--- src/rtl/drain_pkg.sv ---
// Shared types for the result drain controller: FSM state encoding and the
// source-id width helper (clog2 with a floor of one bit).
package drain_pkg;

  typedef enum logic [2:0] {
    ST_IDLE     = 3'd0,
    ST_READ     = 3'd1,
    ST_CAPTURE  = 3'd2,
    ST_WAIT_OUT = 3'd3,
    ST_GUARD    = 3'd4
  } state_t;

  function automatic int sid_width(input int n);
    return (n > 2) ? $clog2(n) : 1;
  endfunction

endpackage

--- src/rtl/rr_arbiter.sv ---
// Combinational round-robin pick: first set request at or above base, wrapping.
// Zero latency, no backpressure; base must be below NUM_SRC.
module rr_arbiter
  import drain_pkg::*;
#(
  parameter int NUM_SRC = 4,
  parameter int SID_W   = sid_width(NUM_SRC)
) (
  input  logic [NUM_SRC-1:0] req,
  input  logic [SID_W-1:0]   base,
  output logic [NUM_SRC-1:0] gnt,
  output logic [SID_W-1:0]   idx,
  output logic               any
);

  always_comb begin
    int j;
    gnt = '0;
    idx = '0;
    any = 1'b0;
    j   = 0;
    for (int k = 0; k < NUM_SRC; k++) begin
      j = int'(base) + k;
      if (j >= NUM_SRC) j = j - NUM_SRC;
      if (!any && req[j]) begin
        any    = 1'b1;
        gnt[j] = 1'b1;
        idx    = SID_W'(j);
      end
    end
  end

endmodule

--- src/rtl/result_drain_ctrl.sv ---
// Round-robin drain of NUM_SRC burst buffers onto one valid/ready stream, 3 cycles
// per word (READ, CAPTURE, WAIT_OUT); m_ready low parks the FSM in WAIT_OUT with no reads.
module result_drain_ctrl
  import drain_pkg::*;
#(
  parameter int DATA_WIDTH   = 32,
  parameter int NUM_SRC      = 4,
  parameter int BURST        = 4,
  parameter int GUARD_CYCLES = 2,
  localparam int SID_W       = sid_width(NUM_SRC)
) (
  input  logic                          clk,
  input  logic                          rst,
  input  logic [NUM_SRC-1:0]            src_done,
  output logic [NUM_SRC-1:0]            src_read,
  input  logic [NUM_SRC*DATA_WIDTH-1:0] src_dout,
  output logic [DATA_WIDTH-1:0]         m_data,
  output logic                          m_valid,
  input  logic                          m_ready,
  output logic                          m_last,
  output logic [SID_W-1:0]              m_sid,
  output logic                          busy,
  output logic                          err_underrun,
  output logic [15:0]                   burst_cnt
);

  localparam int WCNT_W = (BURST > 1) ? $clog2(BURST) : 1;
  localparam int GCNT_W = (GUARD_CYCLES > 1) ? $clog2(GUARD_CYCLES) : 1;
  localparam logic [WCNT_W-1:0] LAST_WORD  = WCNT_W'(BURST - 1);
  localparam logic [GCNT_W-1:0] LAST_GUARD = GCNT_W'(GUARD_CYCLES - 1);
  localparam logic [SID_W-1:0]  LAST_SRC   = SID_W'(NUM_SRC - 1);

  state_t              state, next_state;
  logic [SID_W-1:0]    grant, rr_ptr, arb_idx;
  logic [NUM_SRC-1:0]  grant_oh, arb_gnt;
  logic                arb_any;
  logic [WCNT_W-1:0]   word_cnt;
  logic [GCNT_W-1:0]   guard_cnt;
  logic                grant_done, handshake, guard_exit;

  rr_arbiter #(
    .NUM_SRC (NUM_SRC),
    .SID_W   (SID_W)
  ) u_arb (
    .req  (src_done),
    .base (rr_ptr),
    .gnt  (arb_gnt),
    .idx  (arb_idx),
    .any  (arb_any)
  );

  assign grant_done = |(grant_oh & src_done);
  assign handshake  = m_valid && m_ready;
  assign guard_exit = (guard_cnt == LAST_GUARD);

  always_ff @(posedge clk) begin
    if (rst) state <= ST_IDLE;
    else     state <= next_state;
  end

  always_comb begin
    next_state = state;
    case (state)
      ST_IDLE:     if (arb_any) next_state = ST_READ;
      ST_READ:     next_state = grant_done ? ST_CAPTURE : ST_GUARD;
      ST_CAPTURE:  next_state = ST_WAIT_OUT;
      ST_WAIT_OUT: if (handshake) next_state = m_last ? ST_GUARD : ST_READ;
      ST_GUARD:    if (guard_exit) next_state = ST_IDLE;
      default:     next_state = ST_IDLE;
    endcase
  end

  // The read pulse is gated by the live done flag so an underrun issues no read.
  always_comb begin
    src_read = '0;
    busy     = (state != ST_IDLE);
    if (state == ST_READ) src_read = grant_oh & src_done;
  end

  always_ff @(posedge clk) begin
    if (rst) begin
      grant        <= '0;
      grant_oh     <= '0;
      rr_ptr       <= '0;
      word_cnt     <= '0;
      guard_cnt    <= '0;
      m_data       <= '0;
      m_valid      <= 1'b0;
      m_last       <= 1'b0;
      m_sid        <= '0;
      err_underrun <= 1'b0;
      burst_cnt    <= '0;
    end else begin
      if (state != ST_GUARD) guard_cnt <= '0;
      case (state)
        ST_IDLE: begin
          if (arb_any) begin
            grant    <= arb_idx;
            grant_oh <= arb_gnt;
            word_cnt <= '0;
          end
        end
        ST_READ: begin
          if (!grant_done) err_underrun <= 1'b1;
        end
        ST_CAPTURE: begin
          m_data  <= src_dout[int'(grant)*DATA_WIDTH +: DATA_WIDTH];
          m_sid   <= grant;
          m_last  <= (word_cnt == LAST_WORD);
          m_valid <= 1'b1;
        end
        ST_WAIT_OUT: begin
          if (handshake) begin
            m_valid <= 1'b0;
            if (m_last) burst_cnt <= burst_cnt + 16'd1;
            else        word_cnt  <= word_cnt + 1'b1;
          end
        end
        ST_GUARD: begin
          guard_cnt <= guard_cnt + 1'b1;
          if (guard_exit) rr_ptr <= (grant == LAST_SRC) ? '0 : grant + 1'b1;
        end
        default: ;
      endcase
    end
  end

endmodule

--- config.mk ---
export PLATFORM = sky130hd
export DESIGN_NAME = result_drain_ctrl
export DESIGN_NICKNAME = d
export VERILOG_FILES = /design/src/rtl/drain_pkg.sv /design/src/rtl/rr_arbiter.sv /design/src/rtl/result_drain_ctrl.sv
export SDC_FILE = /design/constraint.sdc
export NUM_CORES = 1
export LEC_CHECK = 0
export ABC_AREA = 1
export CAP_MARGIN = 25
export CORE_MARGIN = 2
export CORE_UTILIZATION = 42
export DETAILED_ROUTE_END_ITERATION = 10
export PLACE_DENSITY = 0.81
export SYNTH_ARGS = -nofsm -noshare
export SYNTH_HDL_FRONTEND = slang
export SYNTH_SLANG_ARGS = --single-unit
export TNS_END_PERCENT = 1
--- constraint.sdc ---
create_clock -name clk -period 2.4 [get_ports clk]
set_clock_uncertainty 0.05 [all_clocks]
set_input_delay 0.48 -clock clk [delete_from_list [all_inputs] [get_ports clk]]
set_output_delay 0.48 -clock clk [all_outputs]
set_load 0.02 [all_outputs]
==> impl_metrics.env <==
export IMPL_rr_startpoint="rr_ptr[1]"
export IMPL_nNetsFinal=967
export IMPL_coreArea_sq_mm=0.00977
export IMPL_rrSetupSlack_ns=0.28
export IMPL_grt_pass1_vias=4900
export IMPL_finalMaxSlewViolations=0
export IMPL_ys_types=32
export IMPL_numCtsBuffers=9
export IMPL_cp_required_ns=1.87
export IMPL_crit_path_start="state[0]"
export IMPL_place_ws_ns=0.0471
export IMPL_synthTopCellsByCount="113 x o21ai_0, 102 x nor2_1, 73 x inv_1"
export IMPL_synthMostInstantiatedCell="o21ai_0"
export IMPL_fin_tns_setup_ns=0
export IMPL_clock_sinks=67
export IMPL_ir_drop_mv=0.533
export IMPL_drc=0
export IMPL_port_buffers=192
export IMPL_synth_edf_count=0
export IMPL_setup_viol=0
export IMPL_wirelength_mm=14.7
export IMPL_vias=5014
export IMPL_hold_viol=0
export IMPL_hp_start="err_underrun"
export IMPL_cp_arrival_ns=1.64
export IMPL_drv_cap=0
export IMPL_crit_fanout=5
export IMPL_fp_dieArea_sq_mm=0.0109
export IMPL_track_usage_pct=26.6
export IMPL_syn_num_nets=786
export IMPL_hp_class="register to register"
export IMPL_rsz0062_at_grt="false"
export IMPL_grt_ovfl_total=0
export IMPL_die_w_um=104
export IMPL_dieHeight_um=104
export IMPL_power_leakage_nw=2.78
export IMPL_antenna_found_initial=2
export IMPL_ys_warn_count=0
export IMPL_report_power_total_mw=5.66
export IMPL_fp_row_count=36
export IMPL_synth_area_sq_mm=0.00423
export IMPL_dpl_hpwl_mm=10.8
export IMPL_avgViaCountPerCell=5.22
export IMPL_cts_buffer_depth=2
export IMPL_cts_tree="built"
export IMPL_ioPinCount=193
export IMPL_status="completed"
export IMPL_ys_seq_elements=67
export IMPL_clk_pin_slew_ns=0.08
export IMPL_wl_per_cell_um=15.3
export IMPL_yosysTopAreaCell="dfxtp_1"
export IMPL_grt_pass1_wl_mm=23.4
export IMPL_ys_seq_area_share_pct=31.7
export IMPL_relSlewSlack_pct=52.2
export IMPL_synth_top_area_share_pct=31.7
export IMPL_cp_start_kind="register"
export IMPL_tightest_slew_ns=0.717
export IMPL_insertion_delay_ns=0.36
export IMPL_nFillCells=872
export IMPL_htreeDepth=3
export IMPL_syn_to_final_growth_pct=54.3
export IMPL_drtPass1Iterations=5
export IMPL_clock_fmax_mhz=461
export IMPL_grt_max_degree=68
export IMPL_syn_inst=640
export IMPL_crit_type="register to primary output"
export IMPL_start_util_pct=43.3
export IMPL_fin_crit_ns=2.17
export IMPL_fin_area_sq_mm=0.00653
export IMPL_cts_root_buf="clkbuf_8"
export IMPL_dpl_cell_area_sq_mm=0.00632
export IMPL_yosys_most_used_dff="dfxtp_1"
export IMPL_power_density_mw_per_mm2=866
export IMPL_synthArstFlopShare_pct=0
export IMPL_endpoint_kind="primary output"
export IMPL_drive_above_1_share_pct=8.35
export IMPL_min_period_over_period_pct=90.4
export IMPL_synthTopCellsByArea="dfxtp_1 32%, o21ai_0 13%, nor2_1 9.0%"
export IMPL_place_congestion=0.934
export IMPL_ant_nets=0
export IMPL_syn_avg_cell_area_sq_um=6.62
export IMPL_fin_ws_ns=0.230
export IMPL_first_iter_violations=232
[worst max-delay path, cell delays in order (launching register included)]
cell	delay, ns
dfxtp_1	0.39
inv_1	0.11
nor3_1	0.21
inv_1	0.13
nor2_1	0.11
dlygate4sd2_1	0.34
[routing by layer]
layer | share of wire (%) | global-route usage (%) | up-vias
li1 | - | - | 2492
met1 | 40 | 29.6 | 2308
met2 | 49 | 46.2 | 187
met3 | 8.5 | 10.2 | 27
met4 | 2.5 | 8.78 | 0
met5 | 0 | 0 | -
[final timing paths]
path,depth (start not counted),to
worst min-delay path,2,err_underrun
worst max register to register,11,grant_oh[0]
worst min register to register,2,err_underrun
worst max-delay path,5,src_read[3]
[power breakdown]
group	switching (mW)	internal [mW]	leakage, nW
combinational	1.85	1.24	2.12
clock	0.465	0.583	0.113
sequential	0.151	1.37	0.544
total	2.47	3.19	2.78
[registers in the layout, indices dropped and copies added, names as in the netlist]
| signal | cells |
|---|---|
| burst_cnt | 16 |
| err_underrun | 1 |
| grant | 2 |
| grant_oh | 4 |
| guard_cnt | 1 |
| m_data | 32 |
| m_last | 1 |
| m_sid | 2 |
| m_valid | 1 |
| rr_ptr | 2 |
| state | 3 |
| word_cnt | 2 |
[area by class of cell]
type                       instances  area (sq um)  area share, %
sequential                        67          1340           20.6
multi-input combinational        459          2460           37.7
timing repair buffer             205          2040           31.2
inverter                          79           302           4.62
clock buffer                       9           124           1.90
tap                              133           166           2.55
clock inverter                     7          92.6           1.42
antenna                            2          5.00         0.0766
[timing repair]
action | 4_1_cts | 5_1_grt
setup buffers | 0 | 0
setup endpoints to repair | 4 | 0
hold buffers | 0 | 0
gates resized for setup | 4 | 0
[kinds of logic after synthesis]
family | share of synthesized area [%]
AO/OA/AOI/OAI | 28.2
XOR/XNOR | 1.45
adder cells (fa/ha/maj) | 3.25
buffers and inverters | 10.3
flip-flops | 31.7
AND/OR/NAND/NOR | 25.1
[stage by stage]
stage,std cells,util (%),hold WS (ns)
final,961,66.8,0.405
after floorplan,640,-,0.440
after detailed placement,943,64.6,0.392
after global placement,943,64.6,0.386
after global routing,961,66.8,0.444
after CTS,959,66.8,0.404
[cell usage in the layout, fill, tap and decap left out, drive strengths merged]
master	Yosys	layout
clkdlybuf4s50	0	188
inv	79	78
a31oi	2	2
dfxtp	67	67
bufinv	0	2
nand2	79	79
o22ai	32	32
nand4	8	8
and2	1	1
a21oi	21	21
nand3	25	25
a22oi	3	3
o21ai	119	119
or2	1	1
dlygate4sd2	0	4
o21bai	32	32
clkinv	0	6
nor2	108	108
clkbuf	32	9
xor2	5	5
diode	0	2
nor3	9	9
nand3b	1	1
xnor2	2	2
buf	3	13
ha	11	11
Power figures use the tool's default switching activity.
